$ cat src/rtl/mem_stage_if.sv
// Data-memory request/acknowledge bus between the MEM stage and data memory.
// master: the pipeline stage issuing requests; slave: the memory answering them.
interface mem_stage_if #(
  parameter int WIDTH = 32
);
  logic             req;
  logic             we;
  logic [WIDTH-3:0] addr;
  logic [3:0]       be;
  logic [WIDTH-1:0] wdata;
  logic [WIDTH-1:0] rdata;
  logic             ack;

  modport master (
    output req, we, addr, be, wdata,
    input  rdata, ack
  );

  modport slave (
    input  req, we, addr, be, wdata,
    output rdata, ack
  );
endinterface

$ cat src/rtl/mem_stage.sv
// mem_stage: memory-access stage between EX and WB of the five-stage pipeline.
// Non-memory instructions pass to WB with one cycle of latency. Loads and
// stores are issued on the dmem req/ack bus; EX is stalled (in_ready low) and
// WB receives bubbles until the access completes.
// Optional feature: define MEM_TIMEOUT_EN to abandon an access that has not
// been acknowledged within TIMEOUT cycles (sticky mem_err, Z_out forced to 0).
//
// Opcode encoding (IR[WIDTH-1:WIDTH-6]):
//   NOP 6'h00  ADD 6'h01  SUB 6'h02
//   LW  6'h10 (word)  LH 6'h11 (half)  LD 6'h12 (byte)
//   SW  6'h14 (word)  SH 6'h15 (half)  SD 6'h16 (byte)
//   HALT 6'h3F
module mem_stage #(
  parameter int                 WIDTH   = 32,
  parameter logic [WIDTH-1:0]   NOP_IR  = 32'h0000_0000,
  parameter int                 TIMEOUT = 15
) (
  input  logic             clk,
  input  logic             rst_n,
  input  logic             in_valid,
  output logic             in_ready,
  input  logic [WIDTH-1:0] IR_in,
  input  logic [WIDTH-3:0] PC_in,
  input  logic [WIDTH-1:0] Z_in,
  input  logic [WIDTH-1:0] B_in,
  mem_stage_if.master      dmem,
  output logic [WIDTH-1:0] IR_out,
  output logic [WIDTH-3:0] PC_out,
  output logic [WIDTH-1:0] Z_out,
  output logic             halted,
  output logic             mem_err
);

  localparam logic [5:0] OP_LW   = 6'h10;
  localparam logic [5:0] OP_LH   = 6'h11;
  localparam logic [5:0] OP_LD   = 6'h12;
  localparam logic [5:0] OP_SW   = 6'h14;
  localparam logic [5:0] OP_SH   = 6'h15;
  localparam logic [5:0] OP_SD   = 6'h16;
  localparam logic [5:0] OP_HALT = 6'h3F;

  typedef enum logic {IDLE, ACCESS} state_t;

  state_t           state_reg, state_next;
  logic [WIDTH-1:0] ir_out_reg, ir_out_next;
  logic [WIDTH-3:0] pc_out_reg, pc_out_next;
  logic [WIDTH-1:0] z_out_reg, z_out_next;
  logic [WIDTH-1:0] ir_lat_reg, ir_lat_next;
  logic [WIDTH-3:0] pc_lat_reg, pc_lat_next;
  logic [WIDTH-1:0] z_lat_reg, z_lat_next;
  logic             req_reg, req_next;
  logic             we_reg, we_next;
  logic [WIDTH-3:0] addr_reg, addr_next;
  logic [3:0]       be_reg, be_next;
  logic [WIDTH-1:0] wdata_reg, wdata_next;
  logic             halted_reg, halted_next;
  logic             ready_reg, ready_next;
  logic             err_reg, err_next;

`ifdef MEM_TIMEOUT_EN
  localparam int CNT_W = $clog2(TIMEOUT + 1);
  logic [CNT_W-1:0] cnt_reg, cnt_next;
`endif

  logic [5:0] op_in;
  logic [5:0] op_lat;
  logic       accept;
  logic       in_is_mem;
  logic       in_is_store;
  logic [3:0] in_be;
  logic [WIDTH-1:0] in_wdata;
  logic [WIDTH-1:0] load_data;

  assign op_in  = IR_in[WIDTH-1 -: 6];
  assign op_lat = ir_lat_reg[WIDTH-1 -: 6];
  assign accept = in_valid & ready_reg;

  // Decode the incoming instruction: memory class, lane enables and store data.
  always_comb begin
    in_is_mem   = 1'b0;
    in_is_store = 1'b0;
    in_be       = 4'b0000;
    in_wdata    = B_in;
    case (op_in)
      OP_LW, OP_SW: begin
        in_is_mem   = 1'b1;
        in_is_store = (op_in == OP_SW);
        in_be       = 4'b1111;
        in_wdata    = B_in;
      end
      OP_LH, OP_SH: begin
        in_is_mem   = 1'b1;
        in_is_store = (op_in == OP_SH);
        in_be       = 4'b0011 << {Z_in[1], 1'b0};
        in_wdata    = {(WIDTH/16){B_in[15:0]}};
      end
      OP_LD, OP_SD: begin
        in_is_mem   = 1'b1;
        in_is_store = (op_in == OP_SD);
        in_be       = 4'b0001 << Z_in[1:0];
        in_wdata    = {(WIDTH/8){B_in[7:0]}};
      end
      default: ;
    endcase
  end

  // Right-justify and zero-extend the addressed part of the read data.
  always_comb begin
    load_data = '0;
    case (op_lat)
      OP_LW:   load_data = dmem.rdata;
      OP_LH:   load_data = {{(WIDTH-16){1'b0}}, 16'(dmem.rdata >> {z_lat_reg[1], 4'b0000})};
      OP_LD:   load_data = {{(WIDTH-8){1'b0}}, 8'(dmem.rdata >> {z_lat_reg[1:0], 3'b000})};
      default: load_data = z_lat_reg;
    endcase
  end

  // Next-state and output logic; WB sees a bubble unless something completes.
  always_comb begin
    state_next  = state_reg;
    ir_out_next = NOP_IR;
    pc_out_next = '0;
    z_out_next  = '0;
    ir_lat_next = ir_lat_reg;
    pc_lat_next = pc_lat_reg;
    z_lat_next  = z_lat_reg;
    req_next    = req_reg;
    we_next     = we_reg;
    addr_next   = addr_reg;
    be_next     = be_reg;
    wdata_next  = wdata_reg;
    halted_next = halted_reg;
    err_next    = err_reg;
`ifdef MEM_TIMEOUT_EN
    cnt_next    = cnt_reg;
`endif
    case (state_reg)
      IDLE: begin
        if (accept) begin
          if (in_is_mem) begin
            state_next  = ACCESS;
            ir_lat_next = IR_in;
            pc_lat_next = PC_in;
            z_lat_next  = Z_in;
            req_next    = 1'b1;
            we_next     = in_is_store;
            addr_next   = Z_in[WIDTH-1:2];
            be_next     = in_be;
            wdata_next  = in_wdata;
`ifdef MEM_TIMEOUT_EN
            cnt_next    = '0;
`endif
          end else begin
            ir_out_next = IR_in;
            pc_out_next = PC_in;
            z_out_next  = Z_in;
            if (op_in == OP_HALT) begin
              halted_next = 1'b1;
            end
          end
        end
      end
      ACCESS: begin
        if (dmem.ack) begin
          state_next  = IDLE;
          req_next    = 1'b0;
          we_next     = 1'b0;
          be_next     = 4'b0000;
          ir_out_next = ir_lat_reg;
          pc_out_next = pc_lat_reg;
          z_out_next  = load_data;
        end
`ifdef MEM_TIMEOUT_EN
        else if (cnt_reg == CNT_W'(TIMEOUT - 1)) begin
          // Give up on the access; the instruction still retires with Z=0.
          state_next  = IDLE;
          req_next    = 1'b0;
          we_next     = 1'b0;
          be_next     = 4'b0000;
          err_next    = 1'b1;
          ir_out_next = ir_lat_reg;
          pc_out_next = pc_lat_reg;
          z_out_next  = '0;
        end else begin
          cnt_next = cnt_reg + 1'b1;
        end
`endif
      end
      default: state_next = IDLE;
    endcase
    ready_next = (state_next == IDLE) && !halted_next;
  end

  // State and output registers, cleared asynchronously by rst_n.
  always_ff @(posedge clk or negedge rst_n) begin
    if (!rst_n) begin
      state_reg  <= IDLE;
      ir_out_reg <= NOP_IR;
      pc_out_reg <= '0;
      z_out_reg  <= '0;
      ir_lat_reg <= NOP_IR;
      pc_lat_reg <= '0;
      z_lat_reg  <= '0;
      req_reg    <= 1'b0;
      we_reg     <= 1'b0;
      addr_reg   <= '0;
      be_reg     <= 4'b0000;
      wdata_reg  <= '0;
      halted_reg <= 1'b0;
      ready_reg  <= 1'b0;
      err_reg    <= 1'b0;
`ifdef MEM_TIMEOUT_EN
      cnt_reg    <= '0;
`endif
    end else begin
      state_reg  <= state_next;
      ir_out_reg <= ir_out_next;
      pc_out_reg <= pc_out_next;
      z_out_reg  <= z_out_next;
      ir_lat_reg <= ir_lat_next;
      pc_lat_reg <= pc_lat_next;
      z_lat_reg  <= z_lat_next;
      req_reg    <= req_next;
      we_reg     <= we_next;
      addr_reg   <= addr_next;
      be_reg     <= be_next;
      wdata_reg  <= wdata_next;
      halted_reg <= halted_next;
      ready_reg  <= ready_next;
      err_reg    <= err_next;
`ifdef MEM_TIMEOUT_EN
      cnt_reg    <= cnt_next;
`endif
    end
  end

  assign in_ready   = ready_reg;
  assign IR_out     = ir_out_reg;
  assign PC_out     = pc_out_reg;
  assign Z_out      = z_out_reg;
  assign halted     = halted_reg;
  assign dmem.req   = req_reg;
  assign dmem.we    = we_reg;
  assign dmem.addr  = addr_reg;
  assign dmem.be    = be_reg;
  assign dmem.wdata = wdata_reg;

`ifdef MEM_TIMEOUT_EN
  assign mem_err = err_reg;
`else
  assign mem_err = 1'b0;
`endif

endmodule

$ cat src/flat_wrapper.sv
// flat-port wrapper written by rule: the top's interface ports become plain ports
module mem_stage_flat 
#(
  parameter int                 WIDTH   = 32,
  parameter logic [WIDTH-1:0]   NOP_IR  = 32'h0000_0000,
  parameter int                 TIMEOUT = 15
)
  (clk, rst_n, in_valid, in_ready, IR_in, PC_in, Z_in, B_in, IR_out, PC_out, Z_out, halted, mem_err, dmem_req, dmem_we, dmem_addr, dmem_be, dmem_wdata, dmem_rdata, dmem_ack);
  mem_stage_if #(.WIDTH(WIDTH)) dmem_i ();
  input  logic clk;
  input  logic rst_n;
  input  logic in_valid;
  output logic in_ready;
  input  logic [WIDTH-1:0] IR_in;
  input  logic [WIDTH-3:0] PC_in;
  input  logic [WIDTH-1:0] Z_in;
  input  logic [WIDTH-1:0] B_in;
  output logic [WIDTH-1:0] IR_out;
  output logic [WIDTH-3:0] PC_out;
  output logic [WIDTH-1:0] Z_out;
  output logic halted;
  output logic mem_err;
  output wire logic [$bits(dmem_i.req)-1:0] dmem_req;
  output wire logic [$bits(dmem_i.we)-1:0] dmem_we;
  output wire logic [$bits(dmem_i.addr)-1:0] dmem_addr;
  output wire logic [$bits(dmem_i.be)-1:0] dmem_be;
  output wire logic [$bits(dmem_i.wdata)-1:0] dmem_wdata;
  input wire logic [$bits(dmem_i.rdata)-1:0] dmem_rdata;
  input wire logic [$bits(dmem_i.ack)-1:0] dmem_ack;
  assign dmem_req = dmem_i.req;
  assign dmem_we = dmem_i.we;
  assign dmem_addr = dmem_i.addr;
  assign dmem_be = dmem_i.be;
  assign dmem_wdata = dmem_i.wdata;
  assign dmem_i.rdata = dmem_rdata;
  assign dmem_i.ack = dmem_ack;
  mem_stage #(.WIDTH(WIDTH), .NOP_IR(NOP_IR), .TIMEOUT(TIMEOUT)) u_core (.clk(clk), .rst_n(rst_n), .in_valid(in_valid), .in_ready(in_ready), .IR_in(IR_in), .PC_in(PC_in), .Z_in(Z_in), .B_in(B_in), .dmem(dmem_i), .IR_out(IR_out), .PC_out(PC_out), .Z_out(Z_out), .halted(halted), .mem_err(mem_err));
endmodule
$ cat config.mk
export PLATFORM = sky130hd
export DESIGN_NAME = mem_stage_flat
export DESIGN_NICKNAME = d
export VERILOG_FILES = /design/src/rtl/mem_stage_if.sv /design/src/rtl/mem_stage.sv /design/src/flat_wrapper.sv
export SDC_FILE = /design/constraint.sdc
export NUM_CORES = 1
export LEC_CHECK = 0
export CAP_MARGIN = 20
export CORE_MARGIN = 2
export CORE_UTILIZATION = 51
export CTS_BUF_LIST = sky130_fd_sc_hd__clkbuf_4 sky130_fd_sc_hd__clkbuf_8
export DETAILED_ROUTE_END_ITERATION = 10
export GPL_TIMING_DRIVEN = 0
export PLACE_DENSITY = 0.88
export SYNTH_ARGS = -nofsm -noshare
export SYNTH_HDL_FRONTEND = slang
export SYNTH_SLANG_ARGS = --single-unit
$ cat constraint.sdc
create_clock -name clk -period 5.1 [get_ports clk]
set_clock_uncertainty 0.1 [all_clocks]
set_input_delay 1.02 -clock clk [delete_from_list [all_inputs] [get_ports clk]]
set_output_delay 1.02 -clock clk [all_outputs]
set_load 0.05 [all_outputs]
# ---- Word level (Yosys, flattened, before mapping)
# Cells that the tools add are included.
dict set report op_classes {
  eq_ne 13
  shift 4
  n_mux 36
  bitwise_logic 3
  reduce_logical 8
}
# cell count
set op_table {}
lappend op_table {{$mux 32} 6}
lappend op_table {{$pmux 32 s2} 3}
lappend op_table {{$pmux 32 s3} 1}
lappend op_table {{$mux 30} 3}
lappend op_table {{$pmux 30 s2} 1}
lappend op_table {{$eq 6x5->1 const B} 9}
lappend op_table {{$shr 32x5->16} 1}
lappend op_table {{$shr 32x5->8} 1}
lappend op_table {{$mux 1} 13}
lappend op_table {{$mux 4} 3}
lappend op_table {{$pmux 4 s3} 1}
lappend op_table {{$pmux 4 s2} 1}
lappend op_table {{$eq 6x6->1 const B} 1}
lappend op_table {{$pmux 1 s2} 3}
lappend op_table {{$reduce_and 3->1} 2}
lappend op_table {{$reduce_or 2->1} 3}
lappend op_table {{$reduce_or 6->1} 1}
lappend op_table {{$ne 2x1->1 const B} 2}
lappend op_table {{$shl 1x2->4 const A} 1}
lappend op_table {{$shl 2x2->4 const A} 1}
lappend op_table {{$pmux 1 s3} 1}
lappend op_table {{$ne 2x2->1 const B} 1}
lappend op_table {{$not 1->1} 2}
lappend op_table {{$and 1x1->1} 1}
lappend op_table {{2 further kinds} 2}
dict set report totals {
  register_bits 259
  in_bits 162
  word_cells 78
}

# ---- Logic depth before layout (Yosys ltp)
# Gate-level depths: netlist (run 1).
dict set report logic_depth {
  ltp_word 8
  ltp_mapped 8
  mapped_depth_nobuf 4
}

# ---- Worst setup path after synthesis (run 1)
# Ideal clock, no wire load.
dict set report synth_path {
  kind {input -> register}
  from {input IR_in[26]}
  to {register u_core.wdata_reg[10], in the netlist u_core.dmem.wdata[10]}
  setup_time_ns 0.133
  arrival_time_ns 2.246
  t_required_ns 4.867
  path_slack_ns 2.621
  path_stages 5
  n_path_buf 1
  cell_sequence {buf_2 -> nor4b_2 -> nand2_2 -> mux2i_1 -> o21ai_0}
}
dict set report synth_via {
  elab_chain_len 4
  word_cells_on_any_way 12
  classes_between {6 x eq/ne; 2 x mux; 4 x reduce/logical}
}
# element line
set synth_rtl {}
lappend synth_rtl {{start: declaration} flat_wrapper.sv:14} ;# input logic [WIDTH-1:0] IR_in;
lappend synth_rtl {{$eq 6x5->1} mem_stage.sv:84} ;# case (op_in)
lappend synth_rtl {{$reduce_or 6->1 (no line)} -}
lappend synth_rtl {{$mux 1} mem_stage.sv:84}
lappend synth_rtl {{$reduce_and 3->1 (no line)} -}
lappend synth_rtl {{end signal: assignment} mem_stage.sv:227} ;# wdata_reg <= wdata_next;
lappend synth_rtl {{end: declaration} mem_stage.sv:55} ;# logic [WIDTH-1:0] wdata_reg, wdata_next;
# Several ways; a longest one is shown, not always the timed one.
# A chain may end at the register's enable or synchronous reset.

# ---- Worst setup path after layout (run 1)
dict set report layout_path {
  from {register u_core.addr_reg[0], in the netlist u_core.dmem.addr[0]}
  to {output dmem_addr[0]}
}
# element line
set layout_lines {}
lappend layout_lines {{start: declaration} mem_stage.sv:53} ;# logic [WIDTH-3:0] addr_reg, addr_next;
lappend layout_lines {{start signal: assignment} mem_stage.sv:225} ;# addr_reg <= addr_next;
lappend layout_lines {{end: declaration} flat_wrapper.sv:25} ;# output wire logic [$bits(dmem_i.addr)-1:0] dmem_addr;
# No word-level cell between the ends.

==> reports/summary.txt, run 1 <==
Clock Pin Slew Worst Setup and Hold Paths: 0.06 ns
Post-synthesis sequential area ratio: 57.67%
Final worst-path cycle share: 58.95%
Crit. End Element: output pin
Pwr per Cell Area: 258.7 nW/µm²
Hold WS: 0.3767 ns
# hold bufs at CTS: 0
CTS tree: done
CTS buffer count: 37
Skew-Pair Late Insertion Delay: 0.55 ns
Core outline area: 19,270 µm²
# rows: 51
Worst-margin pin slew: 1.002 ns
Net count after synthesis: 1,178
Syn Area/Cell: 9.781 µm²
R2R Setup Slk: 2.41 ns
Total chip power: 3.698 mW
Worst Path Max Fanout: 4
Number of synthesized flops with an enable pin: 0
Total Wirelength: 31,930 µm
Slew Viols, Final: 0
Ys Warns: 0
P_int: 2.851 mW
Layout Nets: 1,541
Setup-failing EPs final: 0
Comb power frac: 6.5%
Highest Clock Rate: 332.6 MHz
Fin crit period: 3.006 ns
Post-place setup slack: 1.693 ns
Final WS setup: 2.094 ns
Max-cap violations: 0
HP Class: reg -> reg
Sw frac: 22.89%
Dpl hpwl: 22,860 µm
Initial antenna violation count: 1
First-pass GRT wire length: 48,240 µm
Synth async-reset ratio: 100.0%
Total global routing overflow: 0
DRC Markers: 0
Vias per cell: 5.485
RSZ-0062 raised after global routing: false
GP Congestion: 0.9388
Simple-gate share of the synthesized area: 17.15%
Crit path kind: reg -> out
Main combinational cell family by area after synthesis: simple AND/OR/NAND/NOR gates
Synthesized area: 9937 µm²
Slew headroom: 33.02%
Gr usage total: 30.37%
CTS max path bufs: 3
Share of cells above drive strength 1: 9.344%
DIE WIDTH: 143.6 µm
Final Hold Viols: 0
Leakage: 6.807 nW
Sequential share of power: 49.1%
Via Count: 9,149
Adder-cell share of the synthesized area: 0%
Pre-antenna DRT Iters: 6
CTS sink count: 229
H-tree levels: 2
Netlist cell types: 48
Compound-Gate Fraction of Synth Area: 15.45%
Status: finished clean
I/O pin count: 327
XOR/XNOR Fraction of Synth Area: 0.08814%
Die ar.: 20,620 µm²
Worst path required time: 3.98 ns
Post-CTS resize count: 0
Syn Inst Count: 1,016
Yosys reg bits: 229
Largest net degree at the start of global routing: 127
Chip height: 143.6 µm
Mux cell area share after synthesis: 3.979%
IO buf count: 323
Initial DRC Count: 749
Final ANT Viol Nets: 0
CP startpoint kind: flip-flop
WL/cell: 19.14 µm
# Post-CTS Setup Buffers: 0
CTS root buf: clkbuf_8
VDD IR max: 0.1891 mV
Vias in the first global route: 9,072
Psw: 846.6 µW
WP data arrival: 1.89 ns
Initial core utilization: 51.56%
Main flop type after synthesis: dfrtp_1
Synth-to-Final Area Change: 43.84%
Clock group share of total power: 44.3%
-- metal layers --
metal | vias up | part of all wire (%) | track usage, %
met5 | - | 0 | 0
met4 | 0 | 3.8 | 13.11
met3 | 96 | 9.2 | 8.630
met2 | 471 | 49 | 50.93
met1 | 4443 | 38 | 36.78
li1 | 4139 | - | -
-- worst paths after layout --
kind / start / end / cells after the start
max: u_core.dmem.addr[0]$_DFFE_PN0P_ / dmem_addr[0] / 2
min in group asynchronous: rst_n / u_core.Z_out[27]$_DFF_PN0_ / 1
min: u_core.pc_lat_reg[16]$_DFFE_PN0P_ / u_core.pc_lat_reg[16]$_DFFE_PN0P_ / 2
min reg2reg: u_core.pc_lat_reg[16]$_DFFE_PN0P_ / u_core.pc_lat_reg[16]$_DFFE_PN0P_ / 2
max in group asynchronous: rst_n / u_core.pc_lat_reg[5]$_DFFE_PN0P_ / 2
max reg2reg: u_core.ir_lat_reg[28]$_DFFE_PN0P_ / u_core.Z_out[22]$_DFF_PN0_ / 5
-- worst max-delay path: stages (launching register included) --
cell and delay, ns:
dfrtp_1 0.43, buf_4 0.14, clkdlybuf4s50_1 0.79
-- layout by cell type, fill, tap and decap left out, types with 3 or more instances in the layout --
cell	n
a2111oi_0	5
a211oi_1	16
a21oi_1	27
a22o_1	68
a22oi_1	16
and2_1	3
buf_1	5
buf_2	18
buf_4	31
clkbuf_1	45
clkbuf_4	10
clkbuf_8	47
clkdlybuf4s50_1	322
clkinv_2	3
dfrtp_1	229
inv_1	7
mux2i_1	26
mux4_2	5
nand2_1	359
nand2b_1	3
nand3_1	4
nor2_1	38
nor2b_1	5
o21a_1	3
o21ai_0	50
o21ai_1	12
o221ai_1	7
o2bb2ai_1	4
-- kinds of logic after synthesis --
kind of cell           count (synthesis)
buffers and inverters                108
other                                  1
AO/OA/AOI/OAI                        219
XOR/XNOR                               1
multiplexers                          33
AND/OR/NAND/NOR                      425
flip-flops                           229
-- layout make-up --
class                      instances  area, µm²
fill                            1354       4977
antenna                            1      2.502
inverter                           7      26.28
clock inverter                     5      35.03
sequential                       229       5731
timing repair buffer             324       3266
clock buffer                      57      721.9
tap                              265      331.6
multi-input combinational        679       3647
buffer                           101      533.0
-- power by group through the flow --
stage | combinational, mW | sequential [mW] | clock (mW)
2_1_floorplan | 0.0375 | 1.85 | 0
3_3_place_gp | 0.233 | 1.85 | 0
3_5_place_dp | 0.238 | 1.85 | 0
4_1_cts | 0.240 | 1.82 | 1.66
5_1_grt | 0.258 | 1.82 | 1.74
6_report | 0.241 | 1.82 | 1.64
-- metrics by stage --
step / util, % / TNS (ns) / area [µm²] / instances
finish: 74.17 / 0 / 14290 / 1668
global route: 74.16 / 0 / 14290 / 1667
CTS: 74.16 / 0 / 14290 / 1667
detailed placement: 70.23 / 0 / 13530 / 1605
global placement: 70.06 / -1487.91 / 13500 / 1604
floorplan: - / 0 / 9937 / 1016
-- synthesized netlist by cell type, types with 4 or more instances --
library cell / count / area (µm²)
a2111oi_0: 5 / 43.79
a22oi_1: 16 / 120.1
o221ai_1: 7 / 61.31
o2bb2ai_1: 4 / 35.03
mux4_2: 5 / 112.6
a21oi_1: 27 / 135.1
a211oi_1: 16 / 120.1
o21ai_1: 12 / 60.06
o21ai_0: 50 / 250.2
buf_4: 31 / 232.7
nand3_1: 4 / 20.02
nor2_1: 38 / 142.6
buf_2: 18 / 90.09
dfrtp_1: 229 / 5731
clkbuf_1: 45 / 168.9
inv_1: 7 / 26.28
mux2i_1: 26 / 260.3
buf_1: 5 / 18.77
nand2_1: 359 / 1348
nor2b_1: 5 / 31.28
a22o_1: 68 / 595.6
No activity file was read; power rests on OpenSTA's default activity.
==> run 2: changes to the inputs <==
--- a/config.mk
+++ b/config.mk
@@ -7,11 +7,11 @@
 export LEC_CHECK = 0
 export CAP_MARGIN = 20
 export CORE_MARGIN = 2
-export CORE_UTILIZATION = 51
+export CORE_UTILIZATION = 48
 export CTS_BUF_LIST = sky130_fd_sc_hd__clkbuf_4 sky130_fd_sc_hd__clkbuf_8
 export DETAILED_ROUTE_END_ITERATION = 10
 export GPL_TIMING_DRIVEN = 0
-export PLACE_DENSITY = 0.88
+export PLACE_DENSITY = 0.83
 export SYNTH_ARGS = -nofsm -noshare
 export SYNTH_HDL_FRONTEND = slang
 export SYNTH_SLANG_ARGS = --single-unit
==> constraint.sdc (replaced) <==
create_clock -name clk -period 3 [get_ports clk]
set_clock_uncertainty 0.1 [all_clocks]
set_input_delay 0.6 -clock clk [delete_from_list [all_inputs] [get_ports clk]]
set_output_delay 0.6 -clock clk [all_outputs]
set_load 0.05 [all_outputs]
==> reports/summary.txt, run 2 (synthesis gave the netlist of run 1 again) <==
Status: finished clean
RSZ-0062 raised after global routing: false
Initial antenna violation count: 1 (unchanged)
Die ar.: 21,870 µm² (+6.1%)
Crit. End Element: flip-flop
Post-CTS resize count: 0 (unchanged)
WL/cell: 18.92 µm (-1.2%)
Pre-antenna DRT Iters: 6 (unchanged)
Final Hold Viols: 0 (unchanged)
Highest Clock Rate: 374.3 MHz
Skew-Pair Late Insertion Delay: 0.53 ns (-0.02 ns)
Final ANT Viol Nets: 0 (unchanged)
# Post-CTS Setup Buffers: 0 (unchanged)
GP Congestion: 0.9262 (-1.3%)
CTS sink count: 229 (unchanged)
Final worst-path cycle share: 89.04%
# hold bufs at CTS: 0 (unchanged)
Vias in the first global route: 9,167 (+1.0%)
Slew headroom: 31.51% (-1.5 points)
Crit path kind: reg -> reg
Clock Pin Slew Worst Setup and Hold Paths: 0.06 ns (about the same)
H-tree levels: 2 (unchanged)
Initial core utilization: 48.95% (-2.6 points)
IO buf count: 323 (unchanged)
Setup-failing EPs final: 0 (unchanged)
Total global routing overflow: 0 (unchanged)
Largest net degree at the start of global routing: 125 (-1.6%)
Vias per cell: 5.425 (-1.1%)
Worst path required time: 3.30 ns (-0.68 ns)
VDD IR max: 0.3231 mV (+71%)
CTS root buf: clkbuf_8
Top cell by count, worst path: o21ai_1
Pwr per Cell Area: 444.1 nW/µm² (+72%)
Fin crit period: 2.671 ns
# rows: 52 (+2.0%)
CP startpoint kind: flip-flop
RR Startpoint: u_core.ir_lat_reg[28]$_DFFE_PN0P_
DRC Markers: 0 (unchanged)
Reg2Reg Capture Point: u_core.Z_out[28]$_DFF_PN0_
WP data arrival: 2.97 ns (+1.08 ns)
Final WS setup: 0.3287 ns (-1.765 ns)
CTS max path bufs: 3 (unchanged)
Worst-margin pin slew: 1.025 ns (+0.02268 ns)
DIE WIDTH: 147.9 µm (+3.0%)
Most frequent cells in the layout: nand2_1, clkdlybuf4s50_1, dfrtp_1
Layout Nets: 1,543 (+0.13%)
Leakage: 6.826 nW (+0.28%)
Dpl hpwl: 22,880 µm (+0.11%)
Via Count: 9,092 (-0.62%)
# diodes: 0 (-1)
Slew Viols, Final: 0 (unchanged)
Initial DRC Count: 646 (-14%)
CP max stage cell: nor4b_2
HP Class: in -> async
Worst Path Max Fanout: 10 (+6)
First-pass GRT wire length: 48,710 µm (+0.97%)
Chip height: 147.9 µm (+3.0%)
CTS buffer count: 39 (+5.4%)
I/O pin count: 327 (unchanged)
Post-place setup slack: -0.08042 ns (-1.773 ns)
Gr usage total: 28.51% (-1.9 points)
Setup TNS: 0 ns (unchanged)
Total Wirelength: 31,710 µm (-0.70%)
Crit-path max cell delay: 0.85 ns (+0.06 ns)
Critical path, cell by cell: nor4b_2 > o21ai_1 > buf_2 > a22oi_1 > o21ai_1
Synth-to-Final Area Change: 44.32%
Most common cell after layout, fill and taps aside: nand2_1
R2R Setup Slk: 0.33 ns (-2.08 ns)
Share of cells above drive strength 1: 9.602% (+0.26 points)
CTS tree: done
Max-cap violations: 0 (unchanged)
CP Buf/Inv Count: 1 (-1)
Core outline area: 20,300 µm² (+5.3%)
Crit path max-delay family: simple AND/OR/NAND/NOR gates
FF-to-FF path depth: 5 (unchanged)
Fillers: 1,548 (+14%)
## run 2: through the flow
step	hold WS (ns)	power [mW]	instance area (µm²)	utilization [%]	std cells
after detailed placement	0.3623	3.555	13540	66.70	1610
after CTS	0.03793	6.414	14340	70.65	1676
final	0.009052	6.369	14340	70.65	1676
after floorplan	0.2044	3.210	9937	-	1016
after global placement	0.3571	3.549	13510	66.54	1609
after global routing	0.04942	6.593	14340	70.65	1676
## run 2: worst register-to-register path: cells and delay by family (launching register included)
kind            cells  cell delay, ns
buf+inv             1            0.34
flops               1            0.43
simple gates        1            0.85
compound gates      3            0.80
## run 2: worst max-delay path by stage
stage	startpoint	end	slack, ns	depth (start not counted)
3_3_place_gp	rst_n	u_core.PC_out[14]$_DFF_PN0_	-8.39	1
3_5_place_dp	IR_in[31]	u_core.dmem.addr[17]$_DFFE_PN0P_	-0.08	7
6_report	u_core.ir_lat_reg[28]$_DFFE_PN0P_	u_core.Z_out[28]$_DFF_PN0_	0.33	5
2_1_floorplan	IR_in[26]	u_core.dmem.wdata[10]$_DFFE_PN0P_	0.94	5
4_1_cts	u_core.dmem.addr[0]$_DFFE_PN0P_	dmem_addr[0]	0.40	2
5_1_grt	u_core.ir_lat_reg[28]$_DFFE_PN0P_	u_core.Z_out[28]$_DFF_PN0_	0.28	5
## run 2: power by group
group | leakage (nW) | internal [mW] | switching, mW | total (mW)
logic | 3.21 | 0.223 | 0.189 | 0.412
registers | 3.19 | 3.09 | 0.0000000000000000651 | 3.09
clock network | 0.425 | 1.64 | 1.23 | 2.87
## run 2: final cells by class
| class | count | area, µm² | share of cell area (%) |
|---|---|---|---|
| plain buffers | 101 | 533.0 | 3.717 |
| clock buffers | 63 | 779.5 | 5.435 |
| clock inverters | 3 | 21.27 | 0.1483 |
| inverters | 7 | 26.28 | 0.1832 |
| multi-input cells | 679 | 3647 | 25.43 |
| flip-flops and latches | 229 | 5731 | 39.96 |
| well taps | 270 | 337.8 | 2.356 |
| repair buffers | 324 | 3266 | 22.77 |
## run 2: layer usage
metal  up-vias  routed length [µm]  GRT usage, %
met1      4405               12380         35.48
met4         0                1147         12.14
li1       4146                   -             -
met2       459               15430         47.07
met5         -                   0             0
met3        82                2755         7.870
==> patch: new RTL, config.mk and constraints of run 2 <==
Add a define of `MEM_TIMEOUT_EN`.
--- a/src/rtl/mem_stage.sv
+++ b/src/rtl/mem_stage.sv
@@ -11,4 +11,6 @@
 //   SW  6'h14 (word)  SH 6'h15 (half)  SD 6'h16 (byte)
 //   HALT 6'h3F
+`define MEM_TIMEOUT_EN
+
 module mem_stage #(
   parameter int                 WIDTH   = 32,
Check against the original RTL: no difference found for any inputs over 4 cycles, from zero or initial values and one cycle with rst_n low; that may be too few to reach the edited logic, so the function may still have changed.
==> patch against run 2 <==
Non-clock buffer count is 2 higher. Setup slack better by 0.082 ns. Maximum frequency is 3.2% higher. Sequential cell count is 5 higher. Sequential share of layout area is 0.12 points higher. First-iteration DRC count is 9.9% lower. Routed wire length is 0.59% lower. Synthesized area is 1.9% higher. Final area is 1.9% higher. Die area is 1.8% higher. Count of clock-buffer cells in the layout is 2 lower. Critical path type is now in -> reg. Critical endpoint is now u_core.pc_lat_reg[9]$_DFFE_PN0P_. Highest routed layer unchanged.
Power is not compared: it rests on default switching activity, and its combinational part moved more than twofold at a synthesized area within 25%.
==> patch: results <==
status:
  run_status: "finished clean"
clock_tree:
  path_clk_slew_ns: 0.06
  post_cts_resized: 0
  clockBufferDepth: 3
  htreeDepth: 2
  cts_inserted_buffers: 40
  cts_setup_buffers: 0
  clockRootBuffer: "clkbuf_8"
  clk-insertion-delay-late_ns: 0.54
yosys:
  yosysWarnings: 0
  ys_top_cells_by_area: "dfrtp_1 (58%), nand2_1 (13%), a22o_1 (5.5%)"
  synth_nets: 1191
  async_reset_ff_frac: 1.00
  syn_area_per_cell_um2: 9.86
  synth.distinct_cells: 50
  yosysSeqAreaShare: 0.578
  ys_top_cells_by_count: "nand2_1 (363), dfrtp_1 (234), a22o_1 (64)"
placement:
  dp_worst_setup_slack_ns: -0.150
  io_buffers: 326
  post-dp-hpwl_mm: 23.2
  gp_congestion: 0.916
route:
  antenna_left: 0
  vias: 9200
  drtPass1Iterations: 6
  wirelength_mm: 31.5
  drtIter0Drc: 582
worst_setup_path:
  critPathTopFamily: "buffers and inverters"
  critPathLaunch: "IR_in[30]"
  rr_worst_depth: 7
  slowest_delay_ns: 0.51
  endpoint: "u_core.pc_lat_reg[9]$_DFFE_PN0P_"
  cp_data_arrival_time_ns: 2.91
  regToRegSetupSlack_ns: 0.63
  crit_fanout: 10
  reg2reg_to: "u_core.Z_out[17]$_DFF_PN0_"
  cp_slowest_cell: "clkdlybuf4s50_1"
  r2r_start: "u_core.state_reg$_DFF_PN0_"
global_routing:
  grt_max_degree: 101
  antenna_found_initial: 0
  grt.total_usage: 0.283
  grt_pass1_wl_mm: 48.9
min_path:
  hold_path_depth: 1
  min_to: "u_core.mem_err$_DFFE_PN0P_"
  min-delay-start: "u_core.mem_err$_DFFE_PN0P_"
  hold_path.class: "reg -> reg"
power_and_ir_drop:
  vdd_drop_max_uv: 462
  power.leakage_nw: 6.88
timing:
  setup_viol_count_final: 0
  timing.final.crit_share: 0.863
  timing.slew.headroom: 0.502
cells_and_area:
  nets: 1562
  finalNonFillerCells: 1699
  n_antenna_cell: 0
  layout-drive-gt1-share: 0.0955
patch: layout make-up:
cell class / count / area, um^2
Clock inverter: 7 / 72.6
Timing Repair Buffer: 329 / 3330
Tap cell: 275 / 344
Multi-Input combinational cell: 690 / 3730
Clock buffer: 61 / 739
Sequential cell: 234 / 5860
Buffer: 98 / 513
Inverter: 5 / 18.8
Fill cell: 1626 / 6280
patch: cell families after synthesis:
kind of cell / synth area share
AND/OR/NAND/NOR: 0.173
multiplexers: 0.0431
AO/OA/AOI/OAI: 0.149
adder cells (fa/ha/maj): 0.00247
buffers and inverters: 0.0525
XOR/XNOR: 0.00173
flip-flops: 0.578
patch: stage by stage:
stage / area (um^2) / hold WS (ns)
after floorplan: 10100 / 0.204
after global placement: 13700 / 0.341
after detailed placement: 13800 / 0.347
after CTS: 14600 / 0.359
after global routing: 14600 / 0.378
final: 14600 / 0.358
patch: worst register-to-register path, cell delays in order (launching register included):
cell and delay [ns]:
dfrtp_1 0.41, and3b_1 0.23, buf_2 0.19, a21boi_1 0.29
buf_2 0.35, clkbuf_1 0.46, nand2_1 0.11, o21ai_0 0.13
patch: power breakdown:
part / switching [W] / internal, W / total (W)
Sequential: 0.000285 / 0.00365 / 0.00393
Combinational: 0.00215 / 0.00128 / 0.00343
Clock: 0.00127 / 0.00166 / 0.00293
Total: 0.00371 / 0.00659 / 0.0103
patch: metal layers:
layer | track usage | wire length (um) | vias to the layer above
li1 | - | - | 4209
met1 | 0.362 | 12500 | 4448
met4 | 0.125 | 1280 | 0
met2 | 0.461 | 15100 | 444
met5 | 0 | 0 | -
met3 | 0.0676 | 2660 | 99
patch: what timing repair did:
action / 4_1_cts / 5_1_grt
endpoints found under the hold margin: 52 / 0
hold buffers: 1 / 0
setup endpoints to repair: 0 / 0
